**src/rtl/pipe_skid_reg_if.sv**
```systemverilog
// Valid/ready handshake bundle for pipe_skid_reg: upstream side (in_*) and downstream side (out_*).
// master = the surrounding pipeline driving the buffer, slave = the buffer itself.
interface pipe_skid_reg_if #(
  parameter int WIDTH = 8
);
  logic             in_valid;
  logic             in_ready;
  logic [WIDTH-1:0] in_data;
  logic             out_valid;
  logic             out_ready;
  logic [WIDTH-1:0] out_data;

  modport master (
    output in_valid,
    output in_data,
    output out_ready,
    input  in_ready,
    input  out_valid,
    input  out_data
  );

  modport slave (
    input  in_valid,
    input  in_data,
    input  out_ready,
    output in_ready,
    output out_valid,
    output out_data
  );
endinterface

```
**src/rtl/pipe_skid_reg.sv**
```systemverilog
// Two-entry skid buffer (main + skid) used as a valid/ready pipeline register between datapath stages.
// Optional stall cycle counter enabled by defining PIPE_STALL_CNT_EN.
module pipe_skid_reg #(
  parameter int WIDTH       = 8,
  parameter int STALL_CNT_W = 16
) (
  input  logic                   clk,
  input  logic                   reset,
  input  logic                   flush,
  pipe_skid_reg_if.slave         bus
`ifdef PIPE_STALL_CNT_EN
  ,
  output logic [STALL_CNT_W-1:0] stall_cnt
`endif
);

  typedef enum logic [1:0] {
    EMPTY = 2'd0,
    ONE   = 2'd1,
    FULL  = 2'd2
  } state_t;

  state_t           state_q;
  state_t           state_d;
  logic [WIDTH-1:0] main_q;
  logic [WIDTH-1:0] main_d;
  logic [WIDTH-1:0] skid_q;
  logic [WIDTH-1:0] skid_d;
  logic             valid_q;
  logic             in_ready;
  logic             push;
  logic             pop;

  generate
    if (WIDTH < 1 || STALL_CNT_W < 1) begin : g_bad_param
      $error("pipe_skid_reg: WIDTH and STALL_CNT_W must be at least 1");
    end
  endgenerate

  // Ready depends only on registered state and reset, never on out_ready.
  assign in_ready      = reset & (state_q != FULL);
  assign push          = bus.in_valid & in_ready;
  assign pop           = valid_q & bus.out_ready;

  assign bus.in_ready  = in_ready;
  assign bus.out_valid = valid_q;
  assign bus.out_data  = main_q;

  always_ff @(posedge clk) begin
    if (!reset) begin
      state_q <= EMPTY;
      valid_q <= 1'b0;
      main_q  <= '0;
      skid_q  <= '0;
    end else begin
      state_q <= state_d;
      valid_q <= (state_d != EMPTY);
      main_q  <= main_d;
      skid_q  <= skid_d;
    end
  end

  always_comb begin
    state_d = state_q;
    main_d  = main_q;
    skid_d  = skid_q;
    unique case (state_q)
      EMPTY: begin
        if (push) begin
          state_d = ONE;
          main_d  = bus.in_data;
        end
      end
      ONE: begin
        if (push && pop) begin
          main_d  = bus.in_data;
        end else if (push) begin
          state_d = FULL;
          skid_d  = bus.in_data;
        end else if (pop) begin
          state_d = EMPTY;
        end
      end
      FULL: begin
        if (pop) begin
          state_d = ONE;
          main_d  = skid_q;
        end
      end
      default: begin
        state_d = EMPTY;
      end
    endcase
    // Flush discards any same-cycle push; a same-cycle pop was already delivered downstream.
    if (flush) begin
      state_d = EMPTY;
      main_d  = '0;
    end
  end

`ifdef PIPE_STALL_CNT_EN
  localparam logic [STALL_CNT_W-1:0] STALL_MAX = '1;

  logic [STALL_CNT_W-1:0] stall_q;

  always_ff @(posedge clk) begin
    if (!reset) begin
      stall_q <= '0;
    end else if (flush) begin
      stall_q <= '0;
    end else if (valid_q && !bus.out_ready && (stall_q != STALL_MAX)) begin
      stall_q <= stall_q + 1'b1;
    end
  end

  assign stall_cnt = stall_q;
`endif

  valid_tracks_state: assert property (@(posedge clk) disable iff (!reset)
    valid_q == (state_q != EMPTY));

endmodule

```
**src/flat_wrapper.sv**
```systemverilog
// flat-port wrapper written by rule: the top's interface ports become plain ports
module pipe_skid_reg_flat 
#(
  parameter int WIDTH       = 8,
  parameter int STALL_CNT_W = 16
)
  (clk, reset, flush, bus_in_valid, bus_in_data, bus_out_ready, bus_in_ready, bus_out_valid, bus_out_data);
  pipe_skid_reg_if #(.WIDTH(WIDTH)) bus_i ();
  input  logic clk;
  input  logic reset;
  input  logic flush;
  input wire logic [$bits(bus_i.in_valid)-1:0] bus_in_valid;
  input wire logic [$bits(bus_i.in_data)-1:0] bus_in_data;
  input wire logic [$bits(bus_i.out_ready)-1:0] bus_out_ready;
  output wire logic [$bits(bus_i.in_ready)-1:0] bus_in_ready;
  output wire logic [$bits(bus_i.out_valid)-1:0] bus_out_valid;
  output wire logic [$bits(bus_i.out_data)-1:0] bus_out_data;
  assign bus_i.in_valid = bus_in_valid;
  assign bus_i.in_data = bus_in_data;
  assign bus_i.out_ready = bus_out_ready;
  assign bus_in_ready = bus_i.in_ready;
  assign bus_out_valid = bus_i.out_valid;
  assign bus_out_data = bus_i.out_data;
  pipe_skid_reg #(.WIDTH(WIDTH), .STALL_CNT_W(STALL_CNT_W)) u_core (.clk(clk), .reset(reset), .flush(flush), .bus(bus_i));
endmodule
```
**config.mk**
```make
export PLATFORM = sky130hd
export DESIGN_NAME = pipe_skid_reg_flat
export DESIGN_NICKNAME = d
export VERILOG_FILES = /design/src/rtl/pipe_skid_reg_if.sv /design/src/rtl/pipe_skid_reg.sv /design/src/flat_wrapper.sv
export SDC_FILE = /design/constraint.sdc
export NUM_CORES = 1
export LEC_CHECK = 0
export ABC_AREA = 1
export CORE_MARGIN = 3
export CORE_UTILIZATION = 42
export DETAILED_ROUTE_END_ITERATION = 16
export PLACE_DENSITY = 0.8
export SETUP_SLACK_MARGIN = 0.02
export SLEW_MARGIN = 20
export SYNTH_ARGS = -nofsm -noshare
export SYNTH_HDL_FRONTEND = slang
export SYNTH_SLANG_ARGS = --single-unit
```
**constraint.sdc**
```tcl
create_clock -name clk -period 1.1 [get_ports clk]
set_input_delay 0.22 -clock clk [delete_from_list [all_inputs] [get_ports clk]]
set_output_delay 0.22 -clock clk [all_outputs]
set_load 0.02 [all_outputs]
```
# Word level (Yosys, flattened, before mapping)
# Cells that the tools add are included.
# classes
eq_ne,6
mux,11
bitwise_logic,5
n_reduce_logical,7
# op_table
operator,count
$mux W8,3
$pmux W8 S3,1
$mux W2,6
$ne A2 B1 Y1 const B,3
$pmux W2 S3,1
$reduce_and A4 Y1,1
$and A1 B1 Y1,3
$reduce_and A3 Y1,1
$reduce_bool A3 Y1,1
$eq A2 B1 Y1 const B,1
$eq A2 B2 Y1 const B,1
$logic_not A2 Y1,1
$ne A2 B2 Y1 const B,1
$not A1 Y1,2
$reduce_bool A2 Y1,1
$reduce_or A2 Y1,1
$logic_and A1 B1 Y1,1
# word_totals
regBits,19
input_bits,13
out_inout_bits,10
wordCells,33

# Logic depth before layout (Yosys ltp)
# depth
word_depth,8
ltp_mapped,9
depth_no_buf,8

# Least setup slack after synthesis
# Ideal clock, no wire load.
# synth_timing
kind,reg2reg
startpoint,"register u_core.valid_q, in the netlist u_core.bus.out_valid"
endpoint,"register u_core.main_q[1], in the netlist u_core.bus.out_data[1]"
setup_ps,112
arrival_ps,1139
required_ps,988
setup_slack_ps,-151
stages_incl_launch_ff,8
n_path_buf,0
period_less_slack_ps,1251
path_cell_list,dfxtp_1 nand2_1 nand2_1 nand2_1 o21ai_4 inv_2 nor2_1 nor2_1
# synth_between
elab_chain_len,4
elab_cells_between_ends,5
classes_between,eq/ne: 2; bitwise: 1; reduce/logical: 2
# synth_lines
element,line_no,text
start: declaration,pipe_skid_reg.sv:29,logic valid_q;
start signal: assignment,pipe_skid_reg.sv:57,valid_q <= (state_d != EMPTY);
$and A1 B1 Y1 (*),pipe_skid_reg.sv:43,assign pop = valid_q & bus.out_ready;
$logic_and A1 B1 Y1,pipe_skid_reg.sv:75,if (push && pop) begin
$ne A2 B1 Y1 (no source line),-,
$reduce_and A4 Y1 (no source line) (*),-,
end signal: assignment,pipe_skid_reg.sv:58,main_q <= main_d;
end: declaration,pipe_skid_reg.sv:25,logic [WIDTH-1:0] main_q;
# Every way passes the cells marked *; elsewhere a longest branch is shown, timed or not.
# A chain may end at the register's enable or synchronous reset.

# Worst setup path in the final report
# layout_timing
startpoint,register u_core.state_q[0]
endpoint,"register u_core.main_q[3], in the netlist u_core.bus.out_data[3]"
# layout_between
elab_chain_len,6
elab_cells_between_ends,13
classes_between,eq/ne: 6; mux: 1; bitwise: 2; reduce/logical: 4
# layout_lines
element,line_no,text
start: declaration,pipe_skid_reg.sv:23,state_t state_q;
start signal: assignment,pipe_skid_reg.sv:56,state_q <= state_d;
$ne A2 B2 Y1,pipe_skid_reg.sv:41,assign in_ready = reset & (state_q != FULL);
$and A1 B1 Y1,pipe_skid_reg.sv:41,
$and A1 B1 Y1,pipe_skid_reg.sv:42,assign push = bus.in_valid & in_ready;
$logic_and A1 B1 Y1,pipe_skid_reg.sv:75,
$ne A2 B1 Y1 (no source line),-,
$reduce_and A4 Y1 (no source line),-,
# Parallel ways exist; a longest one is shown, timed or not.

==> summary.md <==
| Metric | Value |
|---|---|
| Post-Route WL | 2.468 mm |
| WS Path Type | register to register |
| Initial antenna violation count | 0 |
| Clock sinks | 19 |
| Post-synthesis register bit count | 19 |
| Layout Nets | 198 |
| Max-cap check violation count | 0 |
| # diodes | 0 |
| Vias in the first global route | 961 |
| Critical path launch point type | register |
| Total track usage | 0.2055 |
| Area Overhead vs Synth | 51.35% |
| Starting Density | 0.4567 |
| TritonCTS Buffers | 3 |
| Via density | 4.716 |
| Synth Area in Adders | 0 |
| Final worst-path cycle share | 1.175 |
| Post-synthesis sequential area ratio | 0.4119 |
| HPWL Detailed | 1.672 mm |
| Crit-path cells | inv_2 > nand2_4 > buf_8 > nand3_4 > o21ai_4 > buf_4 > buf_6 > nor2_2 > nor2_1 |
| CP Buf/Inv Count | 4 |
| Post-Synth XOR/XNOR Area | 0 |
| Mux share of post-synthesis cell area | 0 |
| Mapped Area | 923.4 um^2 |
| Period minus WS final | 1292 ps |
| Worst skew pair latency | 300 ps |
| Area post-placement | 1265 um^2 |
| Port bufs | 22 |
| Sw Share | 0.2779 |
| Chip width | 52.89 um |
| Post-route setup TNS | -2235 ps |
| Syn_area_per_cell | 6.549 um^2 |
| Violation count after the first detailed-route iteration | 19 |
| Routed len/inst | 11.70 um |
| Buffer levels on the longest clock path | 2 |
| Synth warn | 0 |
| Sequential share of power | 0.532 |
| Largest family of logic cells by synthesized area | simple AND/OR/NAND/NOR gates |
| Hold Fails Final Rpt | 0 |
| Final setup margin | -192.0 ps |
| Max incr delay on CP | 360 ps |
| Design area | 1398 um^2 |
| Slew @ Worst Pin | 191.6 ps |
| RSZ-0062 raised after global routing | yes |
| Share of cells above drive strength 1 | 0.3587 |
| Clock Skew | 3.478 ps |
| Comb power frac | 0.193 |
| Fill cell count | 170 |
| Critical-path top delay cell | dfxtp_2 |
| Critical Path AT | 1530 ps |
| Grt ovf | 0 |
| Area of the core | 2022 um^2 |
| Status | complete, but fails checks |
| Via count | 995 |
| Pins over their slew limit | 0 |
| Power Dens Cells | 962.4 nW/um^2 |
| Core Util, Final | 0.6912 |
| Antenna-violating nets left | 0 |
| Final setup vio count | 19 |
| GPL Wtd Cong | 0.8424 |
| Die span in y | 52.89 um |
| DRC | 0 |
| Clk pwr share | 0.274 |
| Cell row count | 16 |
| Failing checks | setup timing |
| HP Class | register to register |
| CP delay by family, top | buffers and inverters |
| Worst-path clk slew | 120 ps |
| Psw | 373.8 uW |
| First-pass GRT wire length | 4.222 mm |
| Internal | 971.2 uW |
| Post-Synth Simple-Gate Area | 0.4106 |
| Leakage power | 0.7114 nW |
| Maximum VDD drop | 0.7220 mV |
| CP required | 1340 ps |
| Headroom to the max-slew limit | 0.8719 |
| CTS tree | done |
| Die area | 2797 um^2 |
| CTS H-tree lvls | 1 |
| Cell count after synthesis | 141 |
| CP max FO | 4 |
| Cell variety after synth | 16 |
| Ports | 23 |
| Max Clk Rate | 774.0 MHz |
| CP Capture Type | register |
| Commonest non-fill, non-tap cell in the layout | nand2_1 |
| Root Buffer | clkbuf_4 |
| Synth Area in Compound Gates | 0.07724 |
| Post-Syn Nets | 154 |
| Drt first pass iters | 7 |
| Largest net degree at the start of global routing | 12 |
| Most frequent cells in the layout | nand2_1, nor2_1, nand3_1, buf_4, dfxtp_1 |
==> worst paths after layout <==
path | start | endpoint | slack [ps] | cells past startpoint
worst min-delay path | u_core.bus.out_data[4]$_SDFFE_PP0P_ | u_core.bus.out_data[4]$_SDFFE_PP0P_ | 480 | 2
worst max-delay path | u_core.state_q[0]$_SDFF_PN0_ | u_core.bus.out_data[3]$_SDFFE_PP0P_ | -190 | 9
worst max register to register | u_core.state_q[0]$_SDFF_PN0_ | u_core.bus.out_data[3]$_SDFFE_PP0P_ | -190 | 9
worst min register to register | u_core.bus.out_data[4]$_SDFFE_PP0P_ | u_core.bus.out_data[4]$_SDFFE_PP0P_ | 480 | 2
==> layer usage <==
metal  up-vias  part of all wire  routed length, um  global-route usage
met2        33              0.50               1242              0.3388
met1       441              0.43               1049              0.2405
met3         4             0.058                142             0.05070
li1        517                 -                  -                   -
met4         0             0.014                 34              0.1149
met5         -                 0                  0                   0
==> metrics by stage <==
step                worst slack, ps  hold slack, ps  power [mW]  std cells
CTS                          -144.2           477.8       1.323        208
finish                       -192.0           475.1       1.345        211
global placement             -545.4           461.6      0.9523        199
global route                 -230.3           498.0       1.404        211
detailed placement           -529.1           469.1      0.9598        199
floorplan                    0.9392           354.9      0.8396        141
==> logic make-up (layout without fill, tap and decap cells) <==
group	count (synthesis)	after routing
AND/OR/NAND/NOR	88	88
buffers and inverters	23	66
flip-flops	19	19
AO/OA/AOI/OAI	11	11
==> what timing repair did <==
item | 4_1_cts | 5_1_grt
endpoints found under the setup margin | 29 | 23
pin swaps | 8 | 5
gates cloned | 0 | 0
hold buffers | 0 | 0
buffers inserted | 5 | 3
gates resized for setup | 65 | 15
==> Yosys cell counts <==
cell | number | share of area
inv_1 | 14 | 0.057
nand4_1 | 1 | 0.0068
dfxtp_1 | 19 | 0.41
a21boi_1 | 1 | 0.0081
o211ai_1 | 1 | 0.0081
nor2_4 | 2 | 0.024
o21ai_4 | 1 | 0.018
buf_2 | 2 | 0.011
nand3_2 | 1 | 0.011
nor2_1 | 33 | 0.13
inv_2 | 6 | 0.024
nand3_1 | 14 | 0.076
o21ai_0 | 8 | 0.043
buf_4 | 1 | 0.0081
nand2_4 | 1 | 0.012
nand2_1 | 36 | 0.15
==> flip-flops by register name, indices dropped and copies added, names as in the netlist <==
name	count
u_core.bus.out_data	8
u_core.skid_q	8
u_core.bus.out_valid	1
u_core.state_q	2
==> final cells by class <==
type,count,area (um^2),area share
Clock buffer,3,22.52,0.01611
Multi-Input combinational cell,99,499.2,0.3572
Sequential cell,19,389.1,0.2784
Tap cell,27,33.78,0.02417
Timing Repair Buffer,42,370.4,0.2650
Clock inverter,1,5.005,0.003581
Inverter,20,77.57,0.05551
==> power by group through the flow <==
stage / clock [mW] / sequential [mW] / combinational, mW
floorplan: 0 / 0.745 / 0.0949
global placement: 0 / 0.729 / 0.223
detailed placement: 0 / 0.731 / 0.229
CTS: 0.368 / 0.715 / 0.240
global route: 0.401 / 0.719 / 0.285
finish: 0.369 / 0.716 / 0.260
==> worst reg2reg max path: stages (launching register included) <==
cell     delay, ps
dfxtp_2        360
inv_2           50
nand2_4         60
buf_8          110
nand3_4         90
o21ai_4        210
buf_4          150
buf_6           90
nor2_2          30
nor2_1          90
No activity file was read; power rests on OpenSTA's default activity.
